===== config.mk =====
export PLATFORM = sky130hd
export DESIGN_NAME = baud_gen_multi
export DESIGN_NICKNAME = d
export VERILOG_FILES = /design/src/rtl/baud_gen_multi.sv
export SDC_FILE = /design/constraint.sdc
export NUM_CORES = 1
export LEC_CHECK = 0
export BUFFER_PORTS_ARGS = -buffer_cell sky130_fd_sc_hd__buf_2
export CORE_ASPECT_RATIO = 1.4
export CORE_MARGIN = 5
export CORE_UTILIZATION = 30
export DETAILED_ROUTE_END_ITERATION = 8
export PLACE_DENSITY = 0.52
export SLEW_MARGIN = 20
export SYNTH_ARGS = -nofsm -noshare
export SYNTH_HDL_FRONTEND = slang
export SYNTH_SLANG_ARGS = --single-unit

===== constraint.sdc =====
create_clock -name src_clk -period 4.4 [get_ports src_clk]
set_input_delay 0.22 -clock src_clk [delete_from_list [all_inputs] [get_ports src_clk]]
set_output_delay 0.22 -clock src_clk [all_outputs]
set_load 0.1 [all_outputs]

===== src/rtl/baud_gen_multi.sv =====
// baud_gen_multi: multi-rate UART baud generator built from a single divider chain.
//
// A divider counter (div_cnt) produces an oversampling tick. A second counter (os_cnt)
// counts OVERSAMPLE of those ticks per bit and produces a bit tick and a 50%-duty bit clock.
// Rate changes are deferred to a bit boundary, so no bit period or clock phase is ever cut short.
//
// Optional feature macro: BAUD_CUSTOM_DIV_EN
//   When defined, the input div_override is added. A non-zero value replaces the table divisor.
//   It is sampled only at an os-period wrap or while en=0.
//
// Ports:
//   src_clk      in   source clock; all logic runs on its rising edge
//   rst          in   asynchronous active-high reset
//   en           in   generator enable; counters and clock outputs are held at 0 when low
//   rate_sel     in   requested rate index (0..3 = 9600, 19200, 57600, 115200 baud)
//   div_override in   [BAUD_CUSTOM_DIV_EN only] non-zero divisor override
//   os_tick      out  one-cycle pulse at baud * OVERSAMPLE
//   baud_tick    out  one-cycle pulse at each bit boundary
//   Uart_clk     out  50%-duty clock at the baud rate; high in the first half of each bit
//   active_sel   out  rate index currently in effect
//   switch_busy  out  high while a requested rate change waits for a bit boundary
//   sel_err      out  one-cycle pulse when rate_sel moves to an out-of-range index

module baud_gen_multi #(
  parameter int unsigned SRC_CLK    = 50000000,
  parameter int unsigned OVERSAMPLE = 16,
  parameter int unsigned DIV_W      = 16,
  parameter int unsigned NUM_RATES  = 4,
  parameter int unsigned SEL_W      = 2
) (
  input  logic             src_clk,
  input  logic             rst,
  input  logic             en,
  input  logic [SEL_W-1:0] rate_sel,
`ifdef BAUD_CUSTOM_DIV_EN
  input  logic [DIV_W-1:0] div_override,
`endif
  output logic             os_tick,
  output logic             baud_tick,
  output logic             Uart_clk,
  output logic [SEL_W-1:0] active_sel,
  output logic             switch_busy,
  output logic             sel_err
);

  function automatic longint unsigned rate_of(input int idx);
    case (idx)
      0:       return 64'd9600;
      1:       return 64'd19200;
      2:       return 64'd57600;
      default: return 64'd115200;
    endcase
  endfunction

  // Rounded divisor for one table entry, never below 1.
  function automatic longint unsigned div_calc(input int idx);
    longint unsigned den;
    longint unsigned q;
    den = rate_of(idx) * 64'(OVERSAMPLE);
    q   = (64'(SRC_CLK) + den / 64'd2) / den;
    if (q == 64'd0) q = 64'd1;
    return q;
  endfunction

  localparam int unsigned OsW = (OVERSAMPLE > 2) ? $clog2(OVERSAMPLE) : 1;
  localparam logic [OsW-1:0] OsLast = OsW'(OVERSAMPLE - 1);
  localparam logic [OsW-1:0] OsHalf = OsW'(OVERSAMPLE / 2);

  if (OVERSAMPLE < 2 || (OVERSAMPLE % 2) != 0) begin : g_err_os
    $error("baud_gen_multi: OVERSAMPLE must be even and at least 2");
  end
  if (NUM_RATES < 1 || NUM_RATES > 4) begin : g_err_nr
    $error("baud_gen_multi: NUM_RATES must be 1..4");
  end
  if ((1 << SEL_W) < NUM_RATES) begin : g_err_sel
    $error("baud_gen_multi: SEL_W too narrow for NUM_RATES");
  end

  // Table padded to the full rate_sel range; unused slots mirror entry 0 and are never selected.
  logic [DIV_W-1:0] div_tab [1 << SEL_W];

  for (genvar i = 0; i < (1 << SEL_W); i++) begin : g_tab
    localparam int Idx = (i < int'(NUM_RATES)) ? i : 0;
    localparam longint unsigned DivVal = div_calc(Idx);
    if (DivVal >= (64'd1 << DIV_W)) begin : g_err_div
      $error("baud_gen_multi: DIV_W too narrow for divisor table");
    end
    assign div_tab[i] = DIV_W'(DivVal);
  end

  typedef enum logic {StIdle, StPending} sw_state_e;

  sw_state_e        state_q;
  logic [SEL_W-1:0] active_sel_q, pending_sel_q, pend_next;
  logic             switch_busy_q, sel_inv_q, sel_err_q;
  logic [DIV_W-1:0] div_cnt_q, div_cur;
  logic [OsW-1:0]   os_cnt_q;
  logic             os_tick_q, baud_tick_q, uart_clk_q;
  logic             sel_valid, os_wrap, bit_wrap;

  assign sel_valid = 32'(rate_sel) < NUM_RATES;

`ifdef BAUD_CUSTOM_DIV_EN
  logic [DIV_W-1:0] ovr_q;

  // Only picked up when a new os period starts, so a running period is never truncated.
  always_ff @(posedge src_clk or posedge rst) begin
    if (rst) begin
      ovr_q <= '0;
    end else if (!en || os_wrap) begin
      ovr_q <= div_override;
    end
  end

  assign div_cur = (ovr_q != '0) ? ovr_q : div_tab[active_sel_q];
`else
  assign div_cur = div_tab[active_sel_q];
`endif

  // '>=' keeps the counter bounded even if the divisor ever shrinks under it.
  assign os_wrap  = div_cnt_q >= (div_cur - DIV_W'(1));
  assign bit_wrap = os_wrap && (os_cnt_q == OsLast);

  always_ff @(posedge src_clk or posedge rst) begin
    if (rst) begin
      div_cnt_q   <= '0;
      os_cnt_q    <= '0;
      os_tick_q   <= 1'b0;
      baud_tick_q <= 1'b0;
      uart_clk_q  <= 1'b0;
    end else if (!en) begin
      div_cnt_q   <= '0;
      os_cnt_q    <= '0;
      os_tick_q   <= 1'b0;
      baud_tick_q <= 1'b0;
      uart_clk_q  <= 1'b0;
    end else begin
      os_tick_q   <= os_wrap;
      baud_tick_q <= bit_wrap;
      uart_clk_q  <= os_cnt_q < OsHalf;
      if (os_wrap) begin
        div_cnt_q <= '0;
        os_cnt_q  <= (os_cnt_q == OsLast) ? '0 : os_cnt_q + OsW'(1);
      end else begin
        div_cnt_q <= div_cnt_q + DIV_W'(1);
      end
    end
  end

  // A valid new request while pending replaces the held one; invalid indices leave it alone.
  always_comb begin
    pend_next = pending_sel_q;
    if (sel_valid) pend_next = rate_sel;
  end

  // Rate switch FSM. The switch lands on the edge where the counters wrap at a bit
  // boundary, so the new divisor governs timing from the very next cycle.
  always_ff @(posedge src_clk or posedge rst) begin
    if (rst) begin
      state_q       <= StIdle;
      active_sel_q  <= '0;
      pending_sel_q <= '0;
      switch_busy_q <= 1'b0;
      sel_inv_q     <= 1'b0;
      sel_err_q     <= 1'b0;
    end else begin
      sel_inv_q <= !sel_valid;
      sel_err_q <= !sel_valid && !sel_inv_q;
      unique case (state_q)
        StIdle: begin
          if (sel_valid && (rate_sel != active_sel_q)) begin
            pending_sel_q <= rate_sel;
            switch_busy_q <= 1'b1;
            state_q       <= StPending;
          end
        end
        StPending: begin
          if (rate_sel == active_sel_q) begin
            switch_busy_q <= 1'b0;
            state_q       <= StIdle;
          end else if (bit_wrap || !en) begin
            active_sel_q  <= pend_next;
            switch_busy_q <= 1'b0;
            state_q       <= StIdle;
          end else begin
            pending_sel_q <= pend_next;
          end
        end
      endcase
    end
  end

  assign os_tick     = os_tick_q;
  assign baud_tick   = baud_tick_q;
  assign Uart_clk    = uart_clk_q;
  assign active_sel  = active_sel_q;
  assign switch_busy = switch_busy_q;
  assign sel_err     = sel_err_q;

endmodule


Yosys cells after proc, flatten, opt, wreduce, memory -nomap -nowiden
Index checks and enable logic that the tools add are counted.
{ "word_totals": {"register_bits": 27, "out_inout_bits": 7, "elab_cells": 47} }
{ "op_classes": {"n_addsub": 3, "magnitude_cmp": 3, "eq_ne": 6, "muxes": 19, "bitwise_logic": 3, "n_reduce_logical": 5} }
{ "op_table": {"columns": ["operator", "count"], "rows": [
  ["$mux W16", 4],
  ["$bmux W16 S2", 1],
  ["$add A16 B1 Y16 const B", 1],
  ["$ge A16 B16 Y1", 1],
  ["$sub A16 B1 Y16 const B", 1],
  ["$mux W4", 3],
  ["$mux W1", 9],
  ["$add A4 B1 Y4 const B", 1],
  ["$eq A4 B4 Y1 const B", 1],
  ["$lt A4 B4 Y1 const B", 1],
  ["$pmux W1 S2", 2],
  ["$ge A3 B3 Y1 const B", 1],
  ["$ne A3 B1 Y1 const B", 1],
  ["$not A2 Y3", 1],
  ["$reduce_and A3 Y1", 1],
  ["$eq A2 B2 Y1", 1],
  ["$ne A2 B1 Y1 const B", 1],
  ["$ne A2 B2 Y1", 1],
  ["$ne A2 B2 Y1 const B", 1],
  ["$not A1 Y1", 2],
  ["$reduce_and A2 Y1", 1],
  ["$logic_and A1 B1 Y1", 1],
  ["$logic_not A1 Y1", 1],
  ["$logic_or A1 B1 Y1", 1]
]} }

Depth between registers and ports, before layout
Gate-level depths: netlist of run 1.
{ "logic_depth": {"depth_word": 11, "ltp_mapped": 9, "depth_no_buf": 9} }

Least setup slack after synthesis of run 1
OpenSTA, ideal clock, no wires.
{ "synth_timing": {"path_kind": "register to register", "startpoint": "register active_sel_q[0], in the netlist active_sel[0]", "endpoint": "register active_sel_q[0], in the netlist active_sel[0]", "t_arrival_ns": 2.817, "slack_ns": 1.457, "path_stages_with_launch": 10, "n_path_buf": 0, "period_less_slack_ns": 2.943, "cell_sequence": "dfrtp_1 -> inv_1 -> ha_1 -> inv_1 -> ha_1 -> a21oi_1 -> o21ai_0 -> nor3_1 -> a21oi_1 -> mux2_2"} }
{ "synth_via": {"elab_chain_len": 9, "elab_cells_between_ends": 11, "cone_classes": "add/sub (1); order compare (1); eq/ne (1); mux (3); bitwise (2); reduce/logical (3)"} }
{ "synth_rtl": {"columns": ["element", "line_no", "source"], "rows": [
  ["start, declared", "94", "logic [SEL_W-1:0] active_sel_q, pending_sel_q, pend_next;"],
  ["start signal, assigned", "182", "active_sel_q <= pend_next;"],
  ["$not A2 Y3 (implied by the code)", "117", "assign div_cur = div_tab[active_sel_q];"],
  ["$bmux W16 S2", "117", null],
  ["$mux W16 (implied by the code) (2 in a row)", "117", null],
  ["$sub A16 B1 Y16", "121", "assign os_wrap = div_cnt_q >= (div_cur - DIV_W'(1));"],
  ["$ge A16 B16 Y1", "121", null],
  ["$logic_and A1 B1 Y1", "122", "assign bit_wrap = os_wrap && (os_cnt_q == OsLast);"],
  ["$logic_or A1 B1 Y1", "181", "end else if (bit_wrap || !en) begin"],
  ["$reduce_and A3 Y1 (no source line) *", null, null]
]} }
Every way passes the cells marked *; elsewhere a longest branch is shown, timed or not. The select of a mux whose other input is x is not followed.
A chain may end at the register's enable or synchronous reset.

Final worst setup path of run 1
{ "layout_timing": {"startpoint": "register active_sel_q[0], in the netlist active_sel[0]", "endpoint": "register active_sel_q[1], in the netlist active_sel[1]"} }
Same word-level chain as after synthesis.

==> results_dict.tcl, run 1 <==
set metrics [dict create \
    rsz0062_at_grt "no" \
    yosysUniqueCellTypes 33 \
    synth-seq-area-share_pct 47.7 \
    die_x_um 68.0 \
    fin_area_um2 1600 \
    cts_tree "done" \
    setup_ws_ns 1.95 \
    start_util_pct 31.0 \
    fin_tns_setup_ns 0 \
    synthToLayoutAreaGrowth_pct 12.8 \
    irDropWorstVdd_v 0.000225 \
    ios 12 \
    post_cts_buffers 0 \
    setup_viol 0 \
    nets 176 \
    async_flop_share_pct 100 \
    yosysWarnings 0 \
    crit_chain "inv_1 > ha_1 > inv_1 > ha_1 > a21oi_1 > o21ai_0 > nor3_1 > a21oi_1 > mux2_2" \
    num_antenna_cells 0 \
    dr.pass1.iters 4 \
    synth_edf_count 0 \
    wl_per_cell_um 12.4 \
    cp-start-kind "register" \
    viasPerCell 4.69 \
    slowest_delay_ns 0.48 \
    grt_pass1_vias 1056 \
    end_kind "register" \
    worstPathRequired_ns 4.57 \
    hold_viol_final 12 \
    dr_total_vias 1023 \
    setup.worst_path.class "reg -> reg" \
    syn_area_um2 1420 \
    holdWs_ns -0.00253 \
    cts_sinks 27 \
    syn_area_per_cell_um2 10.2 \
    grt_pass1_wl_um 4650 \
    hpwl_um 2080 \
    synthCells 139 \
    cts_hold_buffers 0 \
    place_area_um2 1550 \
    die_y_um 91.3 \
    maxCapViolCount 0 \
    numCtsBuffers 3 \
    drtIter0Drc 14 \
    slew_violations 0 \
    cp_max_fo 7 \
    leakage_nw 0.726 \
    startpoint "active_sel[0]" \
    rows 29 \
    cts.root.buffer_cell "clkbuf_8" \
    rr_startpoint "active_sel[0]" \
    instances_no_fill 218 \
    grt_max_degree 28 \
    cts.htree.levels 1 \
    max_slew.worst_pin.slew_ns 0.578 \
    drive_gt1_share_pct 13.5 \
    synthFlopType "dfrtp_1" \
    fill_cells 502 \
    fin_skew_ns 0.00878 \
    finalWeightedCongestion 0.801 \
    dieArea_um2 6210 \
    pre_cts_ws_ns 1.95 \
    clk_latency_ns 0.27 \
    fmax_mhz 408 \
    outcome "complete, but fails checks" \
    place.port_buffers 10 \
    fin_util_pct 34.9 \
    core_um2 4570 \
    drcViolationCount 0 \
    powerDensity_nw_per_um2 466 \
    dp_cells 214 \
    track_usage_pct 9.49 \
    clk_path_buf_depth 2 \
    cts_resized 0 \
    violations "hold timing" \
    period_share_pct 55.7 \
    antenna_found_initial 0 \
    drt-total-wl_um 2710 \
    fin_crit_ns 2.45 \
    path_clk_slew_ns 0.10 \
    slew_headroom_pct 61.4 \
    grt-ovfl-total 0 \
    ys_ff_latch 27 \
    worstPathArrival_ns 2.62 \
    ant_nets 0 \
    hp-class "in -> async" \
    cp_slowest_cell "dfrtp_1" \
]
[area by class of cell]
cell class	count	area (um^2)	area share (%)
well taps	62	77.6	4.86
multi-input cells	103	702	44.0
clock inverters	1	5.00	0.313
flip-flops and latches	27	676	42.3
repair buffers	10	50.0	3.13
inverters	12	45.0	2.82
clock buffers	3	41.3	2.59
[cell usage after synthesis (2+ instances only)]
| cell type | count | area share, % |
|---|---|---|
| a21oi_1 | 7 | 2.5 |
| nor2_1 | 6 | 1.6 |
| ha_1 | 14 | 12 |
| mux2_2 | 2 | 1.6 |
| xor2_1 | 4 | 2.5 |
| nor3_1 | 11 | 3.9 |
| o31ai_1 | 3 | 1.6 |
| inv_1 | 12 | 3.2 |
| clkbuf_1 | 2 | 0.53 |
| mux2i_1 | 3 | 2.1 |
| nand3_1 | 5 | 1.8 |
| dfrtp_1 | 27 | 48 |
| and3_1 | 2 | 0.88 |
| nand4_1 | 3 | 1.3 |
| nand2_1 | 12 | 3.2 |
| o21ai_0 | 4 | 1.4 |
| nor4_1 | 2 | 0.88 |
| xnor2_1 | 5 | 3.1 |
[layout by cell type (no fill, tap or decap), types with 3 or more instances in the layout]
| master | count |
|---|---|
| nand4_1 | 3 |
| o21ai_0 | 4 |
| buf_2 | 10 |
| clkbuf_8 | 3 |
| dfrtp_1 | 27 |
| mux2i_1 | 3 |
| inv_1 | 11 |
| nor3_1 | 11 |
| ha_1 | 14 |
| xnor2_1 | 5 |
| nand2_1 | 12 |
| xor2_1 | 4 |
| nor2_1 | 6 |
| nand3_1 | 5 |
| a21oi_1 | 7 |
| o31ai_1 | 3 |
| conb_1 | 7 |
[state kept, by name, summed over array words and instances, names as in the netlist]
name,cells
baud_tick,1
state_q,1
div_cnt_q,16
active_sel,2
os_tick,1
os_cnt_q,4
Uart_clk,1
switch_busy,1
[critical path: cells and delay by family (launching register included)]
family,cells,cell delay [ns]
adders and majority gates,2,0.56
DFF,1,0.48
muxes,1,0.37
buffers and inverters,2,0.17
and+or+nand+nor,1,0.08
AOI/OAI and AO/OA,3,0.68
[kinds of logic after synthesis]
| group | after synthesis | synth area share (%) |
|---|---|---|
| AND/OR/NAND/NOR | 46 | 16.0 |
| flip-flops | 27 | 47.7 |
| AO/OA/AOI/OAI | 22 | 10.1 |
| buffers and inverters | 15 | 4.24 |
| adder cells (fa/ha/maj) | 14 | 12.4 |
| XOR/XNOR | 9 | 5.57 |
| multiplexers | 5 | 3.71 |
| other | 1 | 0.265 |
[through the flow]
step,hold slack [ns],total power [W]
3_5_place_dp,0.471,0.000612
3_3_place_gp,0.481,0.000605
5_1_grt,0.0411,0.000794
6_report,-0.00253,0.000744
2_1_floorplan,0.273,0.000554
4_1_cts,0.198,0.000750
[routing by layer]
metal  track usage, %  up-vias  wire length, um  share of wire, %
met2             17.1        3             1480                55
li1                 -      512                -                 -
met5                0        -                0                 0
met1             11.0      506             1170                43
met4             2.99        0               21              0.77
met3             1.48        2               39               1.4
[final timing paths]
check	endpoint	slack (ns)	depth (start not counted)
worst max-delay path	active_sel[1]	1.95	9
worst min-delay path	os_cnt_q[2]	-0.003	2
worst max register to register	active_sel[1]	1.95	9
worst min register to register	Uart_clk	0.49	1
max in group asynchronous	div_cnt_q[7]	4.02	2
min in group src_clk	active_sel[0]	0.20	2
[report_power, final]
| part | switching (W) | total, W | internal (W) |
|---|---|---|---|
| combinational | 0.000221 | 0.000305 | 0.0000832 |
| clock | 0.0000766 | 0.000140 | 0.0000634 |
| sequential | 0.0000256 | 0.000299 | 0.000273 |
Power figures use the tool's default switching activity.
==> run 2, diff against run 1 <==
PLACE_DENSITY = 0.53   (was 0.52)
clock period = 2.2 ns   (was 4.4 ns; I/O delays follow)
==> run 2 against run 1 <==
  * The run still ends with hold timing left
  * Global-route usage rose by 0.59 points
  * Highest routed layer unchanged
  * Sequential power grew 110%
  * Setup slack got worse by 1.9 ns
  * Sequential cell count unchanged
  * Count of clock-buffer cells in the layout did not move
  * Register-to-register slack got worse by 1.9 ns
  * Routed wire length up 4.8%
  * Clock skew is 0.0021 ns lower
  * Sequential share of layout area is 3.2 points lower
  * Cell area up 9.5%
==> results_dict.tcl, run 2 (synthesis gave the netlist of run 1 again) <==
set metrics [dict create \
    outcome "complete, but fails checks" \
    violations "hold timing" \
    holdWs_ns -0.0186 \
    power.total_w 0.00164 \
    rr_startpoint "active_sel[0]" \
    synthToLayoutAreaGrowth_pct 23.5 \
    cts.htree.levels 1 \
    drt-total-wl_um 2840 \
    powerDensity_nw_per_um2 940 \
    critPathBufInv 2 \
    top_register "div_cnt_q" \
    grt_max_degree 23 \
    wl_per_cell_um 12.8 \
    grt_pass1_vias 1058 \
    cp-start-kind "register" \
    fin_skew_ns 0.00668 \
    ff2ff_setup_slack_ns 0.08 \
    ant_nets 0 \
    final_cell_mix "dfrtp_1, nand2_1, ha_1" \
    ios 12 \
    cp_slowest_cell "dfrtp_4" \
    rr_endpoint "active_sel[1]" \
    grt_pass1_wl_um 4910 \
    cts_tree "done" \
    final_common_cell "dfrtp_1" \
    drcViolationCount 0 \
    critPathTopFamily "flip-flops" \
    setup_ws_ns 0.0808 \
    cp_max_fo 7 \
    slowest_delay_ns 0.53 \
    numCtsBuffers 3 \
    end_kind "register" \
    worstPathRequired_ns 2.36 \
    start_util_pct 31.0 \
    fin_util_pct 38.2 \
    nets 180 \
    max_slew.worst_pin.slew_ns 0.831 \
    die_y_um 91.3 \
    slew_violations 0 \
    grt-ovfl-total 0 \
    core_um2 4570 \
    hpwl_um 2150 \
    maxCapViolCount 0 \
    leakage_nw 0.759 \
    drive_gt1_share_pct 25.6 \
    path_clk_slew_ns 0.10 \
    cts.root.buffer_cell "clkbuf_8" \
    worstPathArrival_ns 2.28 \
    num_antenna_cells 0 \
    cts_sinks 27 \
    period_share_pct 96.3 \
    slew_headroom_pct 44.5 \
    pre_cts_ws_ns 0.0556 \
    fin_crit_ns 2.12 \
    register_area_um2 683 \
    setup_viol 0 \
    irDropWorstVdd_v 0.000484 \
    crit_chain "inv_4 > ha_4 > inv_1 > ha_1 > nor4_2 > nand2_2 > o31ai_2 > a21oi_4 > mux2_4" \
    rows 29 \
    clk_path_buf_depth 2 \
    setup.worst_path.class "reg -> reg" \
    largest_register_ffs 16 \
    dieArea_um2 6210 \
    die_x_um 68.0 \
    dr.pass1.iters 4 \
    reg2regPathDepth 9 \
    hold_viol_final 21 \
    multiInputGateArea_um2 808 \
    track_usage_pct 10.1 \
    clk_latency_ns 0.27 \
    antenna_found_initial 0 \
    hp-class "in -> async" \
    place.port_buffers 10 \
    dr_total_vias 1041 \
    viasPerCell 4.69 \
    fmax_mhz 472 \
    finalWeightedCongestion 0.805 \
    drtIter0Drc 18 \
    fill_cells 473 \
]
## run 2: cell count changes in the layout (fill, tap and decap cells not counted), moves of 3 or more
cell / before / now
ha_4: 0 / 3
ha_1: 14 / 11
buf_4: 0 / 4
a21oi_1: 7 / 4
## run 2: layout make-up
cell class	instances	share of cell area (%)
Inverter	12	2.86
Clock buffer	3	2.36
Sequential cell	27	39.1
Timing Repair Buffer	14	4.58
Multi-Input combinational cell	103	46.2
Clock inverter	1	0.429
Tap cell	62	4.44
## run 2: timing repair
action,in CTS,in global routing
buffers inserted,0,2
setup endpoints to repair,0,16
resized for setup,0,6
endpoints found under the hold margin,0,0
hold buffers,0,0
## run 2: power breakdown
part           switching [W]  total [W]  internal [W]
registers          0.0000573   0.000617      0.000560
logic               0.000499   0.000742      0.000243
clock network       0.000156   0.000284      0.000128
## run 2: layer usage
metal / part of all wire, % / vias to the layer above / routed length, um / global-route usage, %
met4: 0.95 / 0 / 27 / 2.49
met2: 56 / 9 / 1580 / 17.8
met3: 1.6 / 4 / 45 / 1.60
met1: 42 / 509 / 1190 / 12.4
li1: - / 519 / - / -
met5: 0 / - / 0 / 0
## run 2: per-stage QoR
| stage | std cells | instance area [um^2] | setup TNS (ns) |
|---|---|---|---|
| after CTS | 220 | 1700 | 0 |
| after detailed placement | 216 | 1650 | 0 |
| final | 222 | 1750 | 0 |
| after floorplan | 145 | 1520 | 0 |
| after global placement | 216 | 1650 | 0 |
| after global routing | 222 | 1750 | -0.478 |
## run 2: worst max path at each step
| stage | end | depth (start not counted) | startpoint | slack [ns] |
|---|---|---|---|---|
| 2_1_floorplan | active_sel[0] | 8 | active_sel[0] | 0.007 |
| 3_3_place_gp | active_sel[1] | 9 | active_sel[0] | 0.10 |
| 3_5_place_dp | active_sel[1] | 9 | active_sel[1] | 0.06 |
| 4_1_cts | active_sel[1] | 9 | active_sel[0] | 0.05 |
| 5_1_grt | div_cnt_q[7] | 10 | active_sel[0] | -0.05 |
| 6_report | active_sel[1] | 9 | active_sel[0] | 0.08 |
==> run 3, diff against run 2 <==
GPL_TIMING_DRIVEN = 0   (was default)
==> run 3 against run 2 <==
  * The flow now finishes without violations
  * Die area is the same
  * Largest cell class unchanged
  * Largest power group unchanged
  * Critical endpoint is now active_sel[0]
  * Cell area grew 4.4%
  * Clock skew shrank 0.0036 ns
==> results_dict.tcl, run 3 (synthesis gave the netlist of run 1 again) <==
set metrics [dict create \
    fin_area_um2 1830 \
    end_kind "register" \
    final_cell_mix "dfrtp_1, nand2_1, nor3_1, ha_1, buf_2" \
    hold_viol_final 0 \
    synthToLayoutAreaGrowth_pct 29.0 \
    slew_headroom_pct 63.0 \
    grt_pass1_wl_um 5060 \
    place.port_buffers 10 \
    top_layer "met4" \
    cts.root.buffer_cell "clkbuf_8" \
    worstPathRequired_ns 2.36 \
    ios 12 \
    seqPwrFrac_pct 35.6 \
    fin_skew_ns 0.00305 \
    start_util_pct 31.0 \
    place_area_um2 1650 \
    ant_nets 0 \
    numCtsBuffers 3 \
    grt-ovfl-total 0 \
    startpoint "active_sel[1]" \
    grt_max_degree 28 \
    nets 184 \
    slew_violations 0 \
    top_register "div_cnt_q" \
    sw_frac_of_total_pct 43.6 \
    maxCapViolCount 0 \
    grt_pass1_vias 1125 \
    powerDensity_nw_per_um2 939 \
    drtIter0Drc 20 \
    rows 29 \
    fin_tns_setup_ns 0 \
    hp-class "in -> reg" \
    drt-total-wl_um 2950 \
    cp-start-kind "register" \
    max_slew.worst_pin.slew_ns 0.554 \
    holdWs_ns 0.101 \
    rr_startpoint "active_sel[1]" \
    path_clk_slew_ns 0.09 \
    track_usage_pct 10.3 \
    final_common_cell "dfrtp_1" \
    wl_met2_um 1650 \
    dr_total_vias 1071 \
    cts_sinks 27 \
    irDropWorstVdd_v 0.000421 \
    fin_crit_ns 2.11 \
    drcViolationCount 0 \
    wl_met1_um 1180 \
    wl_met3_um 83 \
    hp-start "rate_sel[0]" \
    largest_register_ffs 16 \
    clk_latency_ns 0.27 \
    antenna_found_initial 0 \
    setup.worst_path.class "reg -> reg" \
    die_y_um 91.3 \
    power.total_w 0.00171 \
    dieArea_um2 6210 \
    rsz0062_at_grt "no" \
    core_um2 4570 \
    dr.pass1.iters 4 \
    worstPathArrival_ns 2.26 \
    viasPerCell 4.74 \
    wl_per_cell_um 13.1 \
    hpwl_um 2150 \
    drive_gt1_share_pct 28.7 \
    num_antenna_cells 0 \
    outcome "finished clean" \
    p_int_w 0.000966 \
    leakage_nw 0.773 \
    period_share_pct 95.7 \
    setup_viol 0 \
    clk_path_buf_depth 2 \
    cts.htree.levels 1 \
    die_x_um 68.0 \
    p_comb_share_pct 48.1 \
    cts_tree "done" \
    finalWeightedCongestion 0.777 \
    p_clk_share_pct 16.3 \
    cp_max_fo 6 \
    fmax_mhz 475 \
    p_switching_w 0.000748 \
]
-- run 3: cell type report --
cell class | instances | area (um^2)
Clock inverter | 1 | 7.51
Tap cell | 62 | 77.6
Clock buffer | 3 | 41.3
Multi-Input combinational cell | 103 | 861
Fill cell | 492 | 2750
Timing Repair Buffer | 15 | 90.1
Buffer | 3 | 15.0
Sequential cell | 27 | 683
Inverter | 12 | 50.0
-- run 3: final timing paths --
| path | slack [ns] | to | cells past startpoint |
|---|---|---|---|
| min in group asynchronous | 0.43 | div_cnt_q[4] | 3 |
| hold reg to reg | 0.52 | Uart_clk | 1 |
| setup / recovery | 0.09 | active_sel[0] | 8 |
| max in group asynchronous | 1.35 | active_sel[0] | 3 |
| setup reg to reg | 0.09 | active_sel[0] | 8 |
| hold / removal | 0.10 | active_sel[0] | 2 |
-- run 3: metal layers --
metal,up-vias,GRT usage [%]
met5,-,0
met4,0,2.99
met3,4,1.85
met2,9,19.0
met1,527,11.6
li1,531,-
-- run 3: power groups by stage --
stage	sequential [W]	combinational, W	clock [W]
after floorplan	0.000848	0.000374	0
after global placement	0.000632	0.000698	0
after detailed placement	0.000633	0.000720	0
after CTS	0.000625	0.000726	0.000293
after global routing	0.000620	0.000904	0.000322
final	0.000611	0.000824	0.000279
-- run 3: worst max-delay path: stages, from the launching register on --
cell and delay (ns):
dfrtp_4 0.51, inv_4 0.09, ha_1 0.13, inv_1 0.06, ha_4 0.28, nand4_1 0.13, a31o_4 0.28, a21oi_4 0.19
mux2_4 0.32
-- run 3: through the flow --
step / util (%) / setup WS (ns) / cells
2_1_floorplan: - / 0.00705 / 145
3_3_place_gp: 36.0 / 0.0682 / 217
4_1_cts: 37.1 / 0.0318 / 221
3_5_place_dp: 36.0 / 0.0461 / 217
5_1_grt: 39.9 / 0.0161 / 226
6_report: 39.9 / 0.0949 / 226
-- run 3: repair_timing --
item	4_1_cts	5_1_grt
gates resized for setup	0	15
buffers inserted	0	4
hold buffers	0	1
endpoints found under the hold margin	0	27
setup endpoints to repair	0	17
